[src/rtl/imm_gen_stage_pkg.sv]
// Shared encodings for the decode-stage immediate generator: format selects
// and the pointer-width helper used by the entry buffer.
package imm_gen_stage_pkg;

    typedef enum logic [2:0] {
        I_TYPE  = 3'd0,
        S_TYPE  = 3'd1,
        B_TYPE  = 3'd2,
        U_TYPE  = 3'd3,
        J_TYPE  = 3'd4,
        Z_TYPE  = 3'd5,
        SH_TYPE = 3'd6,
        BAD_SEL = 3'd7
    } imm_sel_e;

    localparam int SEL_W = 3;

    // A single-entry buffer still needs a one-bit pointer.
    function automatic int ptr_width(input int depth);
        return (depth > 1) ? $clog2(depth) : 1;
    endfunction

endpackage

[src/rtl/imm_decode.sv]
// Combinational RISC-V immediate format mux: instruction word plus format
// select in, XLEN-wide immediate and undefined-select flag out.
module imm_decode
    import imm_gen_stage_pkg::*;
#(
    parameter int XLEN = 32
) (
    input  logic [31:0]      instr,
    input  logic [SEL_W-1:0] sel,
    output logic [XLEN-1:0]  imm,
    output logic             illegal
);

    // The opcode field never contributes to any immediate.
    logic unused_opcode;
    assign unused_opcode = ^instr[6:0];

    always_comb begin
        imm     = '0;
        illegal = 1'b0;
        case (imm_sel_e'(sel))
            I_TYPE:  imm = XLEN'($signed(instr[31:20]));
            S_TYPE:  imm = XLEN'($signed({instr[31:25], instr[11:7]}));
            B_TYPE:  imm = XLEN'($signed({instr[31], instr[7], instr[30:25],
                                          instr[11:8], 1'b0}));
            U_TYPE:  imm = XLEN'($signed({instr[31:12], 12'b0}));
            J_TYPE:  imm = XLEN'($signed({instr[31], instr[19:12], instr[20],
                                          instr[30:21], 1'b0}));
            Z_TYPE:  imm = XLEN'(instr[19:15]);
            SH_TYPE: begin
                if (XLEN == 64) begin
                    imm = XLEN'(instr[25:20]);
                end else begin
                    imm = XLEN'(instr[24:20]);
                end
            end
            default: illegal = 1'b1;
        endcase
    end

endmodule

[src/rtl/imm_gen_stage.sv]
// Registered immediate-generation stage: decodes the immediate at push time
// and holds {imm, illegal, tag} in a small ready/valid circular buffer.
module imm_gen_stage
    import imm_gen_stage_pkg::*;
#(
    parameter int XLEN  = 32,
    parameter int DEPTH = 2,
    parameter int TAG_W = 32
) (
    input  logic             clk,
    input  logic             reset,
    input  logic             flush,
    input  logic             in_valid,
    output logic             in_ready,
    input  logic [31:0]      in_instr,
    input  logic [SEL_W-1:0] in_imm_sel,
    input  logic [TAG_W-1:0] in_tag,
    output logic             out_valid,
    input  logic             out_ready,
    output logic [XLEN-1:0]  out_imm,
    output logic             out_illegal,
    output logic [TAG_W-1:0] out_tag
);

    localparam int PTR_W = ptr_width(DEPTH);
    localparam int CNT_W = $clog2(DEPTH + 1);

    logic [XLEN-1:0]  imm_mem     [DEPTH];
    logic             illegal_mem [DEPTH];
    logic [TAG_W-1:0] tag_mem     [DEPTH];

    logic [PTR_W-1:0] rd_ptr;
    logic [PTR_W-1:0] wr_ptr;
    logic [CNT_W-1:0] count;

    logic [XLEN-1:0]  dec_imm;
    logic             dec_illegal;
    logic             push;
    logic             pop;

    imm_decode #(
        .XLEN (XLEN)
    ) u_decode (
        .instr   (in_instr),
        .sel     (in_imm_sel),
        .imm     (dec_imm),
        .illegal (dec_illegal)
    );

    // Explicit wrap keeps non-power-of-two depths inside the storage range.
    function automatic logic [PTR_W-1:0] ptr_inc(input logic [PTR_W-1:0] p);
        return (p == PTR_W'(DEPTH - 1)) ? '0 : p + 1'b1;
    endfunction

    // Readiness looks only at occupancy, so a full buffer refuses a push
    // even in a cycle where the consumer is draining it.
    assign in_ready    = reset & (count < CNT_W'(DEPTH));
    assign out_valid   = (count != '0);
    assign push        = in_valid & in_ready;
    assign pop         = out_valid & out_ready;

    assign out_imm     = imm_mem[rd_ptr];
    assign out_illegal = illegal_mem[rd_ptr];
    assign out_tag     = tag_mem[rd_ptr];

    always_ff @(posedge clk or negedge reset) begin
        if (!reset) begin
            rd_ptr <= '0;
            wr_ptr <= '0;
            count  <= '0;
            for (int i = 0; i < DEPTH; i++) begin
                imm_mem[i]     <= '0;
                illegal_mem[i] <= 1'b0;
                tag_mem[i]     <= '0;
            end
        end else if (flush) begin
            rd_ptr <= '0;
            wr_ptr <= '0;
            count  <= '0;
        end else begin
            if (push) begin
                imm_mem[wr_ptr]     <= dec_imm;
                illegal_mem[wr_ptr] <= dec_illegal;
                tag_mem[wr_ptr]     <= in_tag;
                wr_ptr              <= ptr_inc(wr_ptr);
            end
            if (pop) begin
                rd_ptr <= ptr_inc(rd_ptr);
            end
            case ({push, pop})
                2'b10:   count <= count + 1'b1;
                2'b01:   count <= count - 1'b1;
                default: count <= count;
            endcase
        end
    end

endmodule

[config.mk]
export PLATFORM = sky130hd
export DESIGN_NAME = imm_gen_stage
export DESIGN_NICKNAME = d
export VERILOG_FILES = /design/src/rtl/imm_gen_stage_pkg.sv /design/src/rtl/imm_decode.sv /design/src/rtl/imm_gen_stage.sv
export SDC_FILE = /design/constraint.sdc
export NUM_CORES = 1
export LEC_CHECK = 0
export BUFFER_PORTS_ARGS = -buffer_cell sky130_fd_sc_hd__buf_4
export CAP_MARGIN = 20
export CORE_UTILIZATION = 59
export CTS_CLUSTER_DIAMETER = 50
export DETAILED_ROUTE_END_ITERATION = 16
export PLACE_DENSITY = 0.86
export SYNTH_ARGS = -nofsm -noshare
export SYNTH_HDL_FRONTEND = slang
export SYNTH_HIERARCHICAL = 1
export SYNTH_SLANG_ARGS = --single-unit
export TNS_END_PERCENT = 10
[constraint.sdc]
create_clock -name clk -period 2.6 [get_ports clk]
set_input_delay 0.13 -clock clk [delete_from_list [all_inputs] [get_ports clk]]
set_output_delay 0.13 -clock clk [all_outputs]
set_load 0.01 [all_outputs]
# [After elaboration in Yosys (flattened, before gate mapping)]
# Cells that the tools add are included.
[op_classes] magnitude_cmp=4 add_sub_neg=4 bitwise_logic=6 n_eq_ne=8 n_reduce_logical=8 mux=26
[ops] operator="$mux W32" count=7
[ops] operator="$pmux W32 S7" count=1
[ops] operator="$bwmux W64" count=2
[ops] operator="$demux W32 S1" count=1
[ops] operator="$mux W1" count=11
[ops] operator="$eq A3 B3 Y1 const B" count=3
[ops] operator="$reduce_or A7 Y1" count=1
[ops] operator="$eq A3 B2 Y1 const B" count=2
[ops] operator="$reduce_bool A2 Y1" count=3
[ops] operator="$ge A2 B2 Y1 const B" count=2
[ops] operator="$not A1 Y2" count=2
[ops] operator="$pmux W2 S2" count=1
[ops] operator="$and A1 B1 Y1" count=3
[ops] operator="$eq A3 B1 Y1 const B" count=1
[ops] operator="$logic_not A3 Y1" count=1
[ops] operator="$reduce_bool A3 Y1" count=1
[ops] operator="$add A1 B1 Y1 const B" count=2
[ops] operator="$add A2 B1 Y2 const B" count=1
[ops] operator="$bwmux W2" count=1
[ops] operator="$eq A2 B1 Y1 const B" count=1
[ops] operator="$eq A2 B2 Y1 const B" count=1
[ops] operator="$lt A2 B1 Y1 const B" count=1
[ops] operator="$lt A2 B2 Y1 const B" count=1
[ops] operator="$mux W2" count=1
[ops] operator="5 further kinds" count=5
[word_totals] out_inout_bits=67 register_bits=134 elab_cells=65 inputBits=72

# [Logic depth before layout (Yosys ltp)]
# Gate-level depths: netlist of run 1.
[logic_depth] word_depth=6 ltp_mapped=6 depth_no_buf=4

# [Cells and area by module]
# The synthesis of run 1 kept the hierarchy.
[by_module_without_submodules] module="imm_gen_stage" seq_area_each_um2=3353.2 cells_per_inst=370 area_per_inst_um2=6049.6 n_inst=1
[by_module_without_submodules] module="imm_decode" seq_area_each_um2=0.0 cells_per_inst=86 area_per_inst_um2=614.3 n_inst=1

# [Worst setup path after synthesis of run 1]
# No wires, ideal clock.
[synth_path] path_kind="flip-flop to flip-flop" startpoint="register count[1]" endpoint="register imm_mem[21] in the netlist's numbering" t_arrival_ns=1.563 setup_slack_ns=0.912 stages_incl_launch_ff=6 required_ns=2.475 path_cell_list="dfrtp_1 -> nand3b_4 -> or3b_4 -> buf_6 -> buf_8 -> mux2_4"
[synth_via] elab_chain_len=4
[synth_lines] element="from (decl)" line="imm_gen_stage.sv:34" rtl="logic [CNT_W-1:0] count;"
[synth_lines] element="from (signal assigned)" line="imm_gen_stage.sv:91" rtl="2'b10: count <= count + 1'b1;"
[synth_lines] element="from (signal assigned)" line="imm_gen_stage.sv:92" rtl="2'b01: count <= count - 1'b1;"
[synth_lines] element="from (signal assigned)" line="imm_gen_stage.sv:93" rtl="default: count <= count;"
[synth_lines] element="$lt A2 B2 Y1" line="imm_gen_stage.sv:57" rtl="assign in_ready = reset & (count < CNT_W'(DEPTH));"
[synth_lines] element="$and A1 B1 Y1" line="imm_gen_stage.sv:57"
[synth_lines] element="$and A1 B1 Y1" line="imm_gen_stage.sv:59" rtl="assign push = in_valid & in_ready;"
[synth_lines] element="$reduce_and A2 Y1 (no line)"
[synth_lines] element="to (signal, indexed assignment)" line="imm_gen_stage.sv:82" rtl="imm_mem[wr_ptr] <= dec_imm;"
[synth_lines] element="to (decl)" line="imm_gen_stage.sv:28" rtl="logic [XLEN-1:0] imm_mem [DEPTH];"
# Every way passes these cells.
# A chain may end at the register's enable or synchronous reset.

# [Worst setup path in the final report of run 1]
[layout_path] startpoint="register count[1]" endpoint="register tag_mem[17] in the netlist's numbering"
[layout_via] elab_chain_len=4
[layout_lines] element="$lt A2 B2 Y1" line="imm_gen_stage.sv:57"
[layout_lines] element="$and A1 B1 Y1" line="imm_gen_stage.sv:57"
[layout_lines] element="$and A1 B1 Y1" line="imm_gen_stage.sv:59"
[layout_lines] element="$reduce_and A2 Y1 (no line)"
[layout_lines] element="to (signal, indexed assignment)" line="imm_gen_stage.sv:84" rtl="tag_mem[wr_ptr] <= in_tag;"
[layout_lines] element="to (decl)" line="imm_gen_stage.sv:30" rtl="logic [TAG_W-1:0] tag_mem [DEPTH];"
# Every way passes these cells.

==> flow_metrics.tcl, run 1 <==
set metrics [dict create \
    post-route-period-util_pct 78.1 \
    synth.yosys.seq_area_share_pct 50.3 \
    first_iter_violations 220 \
    core_um2 10900 \
    clk_latency_ns 0.41 \
    ios 139 \
    dp_hpwl_um 9290 \
    crit_type "reg2reg" \
    maxSlewHeadroom_pct 39.3 \
    die_h_um 108 \
    async_reset_ff_share_pct 100 \
    cts_buffers 17 \
    ys_ff_latch 134 \
    synth_nets 528 \
    worst_ep_arrival_time_ns 2.33 \
    antennaDiodeCount 0 \
    max-cap-violations 0 \
    post-synth-top-count-cell "mux2_2" \
    vdd_drop_max_mv 0.613 \
    drc 0 \
    fp-row-count 38 \
    synth_area_leaders "dfrtp_1 50%, mux2_2 25%, mux2_4 11%, a21o_1 1.4%, a21oi_1 1.3%" \
    hold_viol 0 \
    layout-drive-gt1-share_pct 61.0 \
    cp_max_fo 30 \
    ys_warn_count 6 \
    min_period_ns 2.03 \
    routabilityCongestion 0.913 \
    cp.required_ns 2.90 \
    grt_max_degree 74 \
    powerDensity_nw_per_um2 821 \
    area_delta_synth_final_pct 29.0 \
    grt_pass1_wl_um 23800 \
    grt_overflow_total 0 \
    cts_root_buf "clkbuf_16" \
    dieArea_um2 11700 \
    synth_area_um2 6660 \
    grt_pass1_vias 4668 \
    cts_sinks 134 \
    nNetsFinal 687 \
    cts_max_path_buffers 2 \
    end_kind "flop" \
    cp-start-kind "flop" \
    wl_um 14800 \
    final.setup_skew_ns 0.00448 \
    clk_pin_slew_ns 0.06 \
    syn_avg_cell_area_um2 14.6 \
    drv_slew 0 \
    die_w_um 108 \
    routedWlPerCell_um 19.2 \
    cts_tree "built" \
    cellLeakagePower_nw 4.22 \
    final.setup.tns_ns 0 \
    vias 4333 \
    first_pass_iters 4 \
    start_util_pct 60.9 \
    synth_top_area_share_pct 50.3 \
    antenna_found_initial 0 \
    place_ws_ns 0.578 \
    hold_path.class "in2reg" \
    synth_cell_type_count 43 \
    worst_slew_pin_slew_ns 0.910 \
    postSynthCellCount 456 \
    synthFlopType "dfrtp_1" \
    detail-route-antenna-nets 0 \
    rsz0062_at_grt "false" \
    synth-edff-count 0 \
    setup_viol 0 \
    outcome "complete, no violations" \
    via_per_inst 5.64 \
    fmax_mhz 492 \
    grt_use_total_pct 27.0 \
    yosys.area.top_type "dfrtp_1" \
    numPortBuffers 131 \
    place_inst 702 \
    yosys-top-cells-count "145 x mux2_2, 134 x dfrtp_1, 50 x mux2_4" \
    worst_slack_ns 0.569 \
    cts_max_level 4 \
    fin_cells 768 \
]
stage by stage:
step	total power [mW]	hold slack [ns]	utilization (%)	instance area (µm²)
detailed placement	4.61	0.351	70.0	7660
CTS	7.09	0.0124	78.6	8590
global route	7.37	0.0415	78.6	8590
global placement	4.52	0.337	70.0	7660
finish	7.06	0.0228	78.6	8590
floorplan	3.89	-0.166	-	6660
cell usage in the layout, fill, tap and decap left out, types with 3 or more instances in the layout:
master / n
dlygate4sd3_1: 34
xor2_1: 3
a22o_1: 3
a21o_1: 12
dfrtp_1: 133
inv_1: 3
a221o_1: 3
o21ai_0: 6
mux2_2: 145
clkbuf_16: 17
clkinv_2: 6
mux2_4: 50
nor3b_1: 5
bufinv_16: 3
a21oi_1: 17
nor2b_1: 9
o22ai_1: 7
clkinvlp_4: 4
buf_4: 135
state kept, by name, indices dropped and copies added, names as in the netlist:
name         count
wr_ptr           1
rd_ptr           1
count            2
illegal_mem      2
tag_mem         64
imm_mem         64
what timing repair did:
action                    in CTS  in global routing
gates resized for setup        0                  0
hold buffers                  34                  0
hold endpoints to repair     129                  0
setup buffers                  0                  0
cells by family (layout without fill, tap and decap cells):
logic type,Yosys count,count (layout),share of synthesized area (%)
muxes,196,196,35.9
buffers and inverters,35,207,3.98
adders and majority gates,1,1,0.169
AOI/OAI and AO/OA,53,53,5.41
and+or+nand+nor,34,34,3.81
xor gates and xnor gates,3,3,0.394
DFF,134,134,50.3
final timing paths:
path | cells past startpoint | from | slack (ns) | to
worst max-delay path | 4 | count[1]$_DFFE_PN0P_ | 0.57 | tag_mem[17]$_DFFE_PN0P_
worst min-delay path | 3 | in_valid | 0.02 | count[1]$_DFFE_PN0P_
worst max register to register | 4 | count[1]$_DFFE_PN0P_ | 0.57 | tag_mem[17]$_DFFE_PN0P_
worst min register to register | 1 | imm_mem[48]$_DFFE_PN0P_ | 0.50 | imm_mem[48]$_DFFE_PN0P_
max in group asynchronous | 4 | reset | 0.61 | tag_mem[60]$_DFFE_PN0P_
min in group asynchronous | 3 | reset | 0.57 | wr_ptr$_DFFE_PN0P_
report_power, final:
group | internal, mW | switching [mW] | total (mW)
clock | 1.52 | 0.886 | 2.41
combinational | 1.13 | 0.667 | 1.80
sequential | 2.59 | 0.266 | 2.85
total | 5.24 | 1.82 | 7.06
worst max-delay path, stage by stage, from the launching register on:
cell	delay, ns
dfrtp_1	0.43
nand3b_4	0.19
or3b_4	0.64
buf_12	0.29
mux2_4	0.32
routing by layer:
layer  track usage [%]  vias to the layer above  wire length, µm
met5                 0                        -                0
met3              5.42                       23              589
li1                  -                     1973                -
met2              45.7                      111             7490
met4              9.75                        0              241
met1              34.5                     2226             6440
layout make-up:
class | count | area, µm²
Sequential cell | 134 | 3350
Multi-Input combinational cell | 287 | 3050
Tap cell | 140 | 175
Clock buffer | 18 | 439
Fill cell | 654 | 2340
Inverter | 3 | 11.3
Timing Repair Buffer | 172 | 1410
Clock inverter | 14 | 159
No activity file was read; power rests on OpenSTA's default activity.
==> run 2: changes to the inputs <==
- CORE_UTILIZATION: 59 -> 50
- PLACE_DENSITY: 0.86 -> 0.78
- clock period: 2.6 -> 1.7 ns (I/O delays scaled with it)
==> flow_metrics.tcl, run 2 (same netlist as run 1, synthesis figures left out) <==
set metrics [dict create \
    outcome "complete, but fails checks" \
    violations "negative setup slack" \
    switching_power_mw 2.71 \
    fp-row-count 41 \
    dieArea_um2 13800 \
    antennaDiodeCount 0 \
    internal-power_mw 7.81 \
    switching_share_pct 25.7 \
    detail-route-antenna-nets 0 \
    routabilityCongestion 0.844 \
    pwr-share-clk_pct 30.8 \
    layout_commonest_cell "mux2_2" \
    die_w_um 117 \
    start_util_pct 52.0 \
    routedWlPerCell_um 19.4 \
    cts_buffers 17 \
    grt_pass1_vias 4692 \
    maxSlewHeadroom_pct 61.5 \
    vias 4420 \
    end_kind "output pin" \
    drc 0 \
    nNetsFinal 701 \
    layout-drive-gt1-share_pct 60.7 \
    worst_ep_arrival_time_ns 1.65 \
    cp-start-kind "flop" \
    grt_overflow_total 0 \
    min_period_ns 1.73 \
    cp_max_fo 7 \
    fmax_mhz 577 \
    post-route-period-util_pct 102 \
    reg.largest.list "imm_mem: 64 flops, tag_mem: 64 flops" \
    via_per_inst 5.44 \
    dp_hpwl_um 9380 \
    combPwrFrac_pct 27.7 \
    grt_use_total_pct 23.5 \
    first_iter_violations 226 \
    power_mw 10.5 \
    powerDensity_nw_per_um2 1180 \
    max-cap-violations 0 \
    rsz0062_at_grt "true" \
    cts_max_path_buffers 2 \
    cts_sinks 134 \
    first_pass_iters 4 \
    cellLeakagePower_nw 4.35 \
    final_cell_mix "135 x mux2_2, 133 x dfrtp_1, 127 x buf_4, 60 x mux2_4, 35 x dlygate4sd3_1" \
    grt_max_degree 112 \
    die_h_um 117 \
    cts_root_buf "clkbuf_16" \
    wl_um 15800 \
    fin_cells 813 \
    final.setup_skew_ns 0.00443 \
    grt_pass1_wl_um 25000 \
    drv_slew 0 \
    worst_slack_ns -0.0342 \
    clk_pin_slew_ns 0.05 \
    core_um2 12800 \
    vdd_drop_max_mv 0.714 \
    final.setup.tns_ns -0.640 \
    cts_tree "built" \
    antenna_found_initial 0 \
    place_inst 740 \
    numPortBuffers 131 \
    cp.required_ns 1.62 \
    setup_viol 43 \
    crit_type "reg2out" \
    hold_viol 0 \
    clk_latency_ns 0.41 \
    worst_slew_pin_slew_ns 0.578 \
    ios 139 \
    area_delta_synth_final_pct 33.6 \
    pwr-share-seq_pct 41.5 \
    cts_max_level 4 \
    hold_path.class "in2reg" \
]
==> run 2: power by group through the flow <==
| stage | Sequential [mW] | Combinational (mW) | Clock, mW |
|---|---|---|---|
| floorplan | 4.25 | 1.71 | 0 |
| global placement | 4.32 | 2.62 | 0 |
| detailed placement | 4.39 | 2.69 | 0 |
| CTS | 4.35 | 2.91 | 3.31 |
| global route | 4.45 | 3.10 | 3.46 |
| finish | 4.36 | 2.91 | 3.24 |
==> run 2: layout make-up <==
type	instances	area, µm²
Tap cell	172	215
Inverter	3	11.3
Clock buffer	27	503
Sequential cell	134	3350
Fill cell	898	3930
Multi-Input combinational cell	287	3090
Timing Repair Buffer	186	1710
Clock inverter	4	20.0
==> run 2: metal layers <==
metal	GRT usage [%]	routed length [µm]	vias to the layer above
li1	-	-	1995
met1	30.0	6930	2288
met2	39.0	7930	115
met3	4.91	605	22
met4	9.17	316	0
met5	0	0	-
==> run 2: path summary, 6_finish.rpt <==
kind | startpoint | end | slack [ns] | cells past startpoint
worst max-delay path | rd_ptr$_DFFE_PN0P_ | out_tag[1] | -0.03 | 4
worst min-delay path | out_ready | count[1]$_DFFE_PN0P_ | 0.02 | 4
worst max register to register | count[1]$_DFFE_PN0P_ | tag_mem[30]$_DFFE_PN0P_ | -0.01 | 4
worst min register to register | imm_mem[38]$_DFFE_PN0P_ | imm_mem[38]$_DFFE_PN0P_ | 0.50 | 1
max in group asynchronous | reset | tag_mem[30]$_DFFE_PN0P_ | 0.52 | 4
min in group asynchronous | reset | imm_mem[39]$_DFFE_PN0P_ | 0.30 | 3
==> run 2: metrics by stage <==
stage	util (%)	instance area [µm²]	setup slack (ns)	hold WS (ns)
4_1_cts	69.0	8850	-0.0479	0.00936
5_1_grt	69.4	8900	-0.0742	0.0321
3_3_place_gp	60.8	7790	0.0668	0.155
3_5_place_dp	60.8	7790	0.0200	0.161
2_1_floorplan	-	6660	0.0119	-0.211
6_report	69.4	8900	-0.0342	0.0247
==> run 2: worst max-delay path, cell delays in order (launching register included) <==
cell       delay (ns)
dfrtp_2          0.40
buf_6            0.17
clkbuf_16        0.18
mux2_2           0.33
buf_4            0.14
==> run 2: repair_timing <==
action / CTS / global route
hold endpoints to repair: 91 / 0
gates cloned: 3 / 2
setup buffers: 2 / 0
hold buffers: 35 / 0
setup endpoints to repair: 57 / 99
resized for setup: 24 / 0
==> run 3: changes to the inputs <==
- ABC_AREA: unset -> 1
- CORE_UTILIZATION: 50 -> 49
- PLACE_DENSITY: 0.78 -> 0.77
==> flow_metrics.tcl, run 3 <==
set metrics [dict create \
    via_per_inst 5.06 \
    worst_ep_arrival_time_ns 1.58 \
    async_reset_ff_share_pct 100 \
    clk_latency_ns 0.41 \
    post-route-period-util_pct 97.7 \
    yosys.area.top_type "dfrtp_1" \
    synth_area_leaders "dfrtp_1 52%, nand2_1 18%, o21ai_0 9.1%, nand3_1 6.7%, inv_1 4.6%" \
    cp_max_fo 40 \
    met3_length_um 984 \
    grt_overflow_total 0 \
    nNetsFinal 1058 \
    cp.required_ns 1.62 \
    grt_pass1_vias 5537 \
    fin_util_pct 66.1 \
    syn_avg_cell_area_um2 7.73 \
    stdcell_area_um2 8440 \
    synth_nets 911 \
    layout_commonest_cell "nand2_1" \
    grt_max_degree 109 \
    reg.largest.list "imm_mem: 64 flops, tag_mem: 64 flops" \
    vias 5912 \
    cp-start-kind "flop" \
    synthFlopType "dfrtp_1" \
    postSynthCellCount 839 \
    final.setup_skew_ns 0.00349 \
    antennaDiodeCount 0 \
    outcome "complete, no violations" \
    synth_area_um2 6490 \
    cts_setup_buffers 0 \
    antenna_found_initial 0 \
    ios 139 \
    hold_viol 0 \
    reg2reg_from "count[1]$_DFFE_PN0P_" \
    wl_met2_um 7360 \
    first_pass_iters 5 \
    vdd_drop_max_mv 0.656 \
    powerDensity_nw_per_um2 1330 \
    r2r_slack_ns 0.27 \
    wl_met1_um 7300 \
    numPortBuffers 131 \
    dieArea_um2 13700 \
    crit_type "reg2out" \
    cts_tree "built" \
    ys_ff_latch 134 \
    area_delta_synth_final_pct 30.2 \
    cts_max_path_buffers 2 \
    highest_layer "met4" \
    min_period_ns 1.66 \
    drv_slew 0 \
    cellLeakagePower_nw 4.43 \
    r2r_end "imm_mem[55]$_DFFE_PN0P_" \
    cts_sinks 134 \
    synth-edff-count 0 \
    synth.yosys.seq_area_share_pct 51.7 \
    clk_pin_slew_ns 0.05 \
    die_w_um 117 \
    die_h_um 117 \
    layout-drive-gt1-share_pct 18.9 \
    wl_um 16000 \
    post-synth-top-count-cell "nand2_1" \
    synth_cell_type_count 23 \
    postPlaceCellArea_um2 7530 \
    min_to "imm_mem[14]$_DFFE_PN0P_" \
    power_mw 11.2 \
    routabilityCongestion 0.859 \
    ff2ff_path_depth 6 \
    routedWlPerCell_um 13.7 \
    fp-row-count 41 \
    max-cap-violations 0 \
    cts_buffers 17 \
    min_from "in_instr[14]" \
    cts_max_level 4 \
    drc 0 \
    start_util_pct 50.8 \
    rsz0062_at_grt "true" \
    fillCellCount 1078 \
    dp_hpwl_um 10000 \
    detail-route-antenna-nets 0 \
    cts_root_buf "clkbuf_16" \
    ys_warn_count 6 \
    worst_slew_pin_slew_ns 0.569 \
    grt_pass1_wl_um 26200 \
    maxSlewHeadroom_pct 62.1 \
    hold_depth 5 \
    yosys-top-cells-count "317 x nand2_1, 134 x dfrtp_1, 118 x o21ai_0" \
    end_kind "output pin" \
    grt_use_total_pct 25.1 \
    final_cell_mix "317 x nand2_1, 137 x buf_4, 134 x dfrtp_1, 112 x o21ai_0, 87 x nand3_1" \
    core_um2 12800 \
    hold_path.class "in2reg" \
    fmax_mhz 602 \
    first_iter_violations 477 \
    setup_viol 0 \
    synth_top_area_share_pct 51.7 \
]
## run 3: area by class of cell
class                   instances  area [µm²]  share of cell area [%]
multi-input cells             568        2500                    29.6
flip-flops and latches        134        3350                    39.7
repair buffers                182        1530                    18.2
clock inverters                 5        50.0                   0.593
well taps                     172         215                    2.55
inverters                      83         313                    3.70
clock buffers                  24         482                    5.70
## run 3: cells by family (layout without fill, tap and decap cells)
logic type             Yosys count  after routing  share of synthesized area (%)
AO/OA/AOI/OAI                  138            138                           10.8
buffers and inverters          137            294                           10.0
AND/OR/NAND/NOR                430            430                           27.5
flip-flops                     134            134                           51.7
## run 3: metrics by stage
step	cells	hold slack (ns)	setup slack [ns]	TNS (ns)
after floorplan	839	-0.211	0.529	0
after global placement	1102	0.143	0.343	0
after detailed placement	1102	0.148	0.311	0
after CTS	1168	0.00271	-0.0514	-0.353
after global routing	1168	0.0320	-0.0622	-0.570
final	1168	0.0230	0.0399	0
## run 3: per-layer routing
layer  GRT usage (%)  up-vias
li1                -     2942
met2            40.0      183
met1            33.3     2759
met4            10.1        0
met3            5.87       28
met5               0        -
## run 3: what timing repair did
item / 4_1_cts / 5_1_grt
endpoints found under the hold margin: 203 / 0
hold buffers: 37 / 0
setup endpoints to repair: 14 / 44
resized for setup: 1 / 9
## run 3: critical path: stages, from the launching register on
cell      delay [ns]
dfrtp_1         0.38
clkinv_2        0.12
buf_6           0.21
o21ai_0         0.27
buf_4           0.18
## run 3: worst max path at each step
| stage | startpoint | to | slack (ns) | cells past startpoint |
|---|---|---|---|---|
| after floorplan | rd_ptr$_DFFE_PN0P_ | out_imm[11] | 0.53 | 5 |
| after global placement | count[1]$_DFFE_PN0P_ | imm_mem[51]$_DFFE_PN0P_ | 0.34 | 6 |
| after detailed placement | count[1]$_DFFE_PN0P_ | tag_mem[63]$_DFFE_PN0P_ | 0.31 | 6 |
| after CTS | rd_ptr$_DFFE_PN0P_ | out_tag[9] | -0.05 | 4 |
| after global routing | rd_ptr$_DFFE_PN0P_ | out_tag[13] | -0.06 | 4 |
| final | rd_ptr$_DFFE_PN0P_ | out_tag[13] | 0.04 | 4 |
## run 3: where the power goes
group	internal [mW]	total, mW	switching (mW)
Combinational	1.45	3.30	1.84
Clock	2.09	3.35	1.26
Sequential	4.20	4.56	0.360
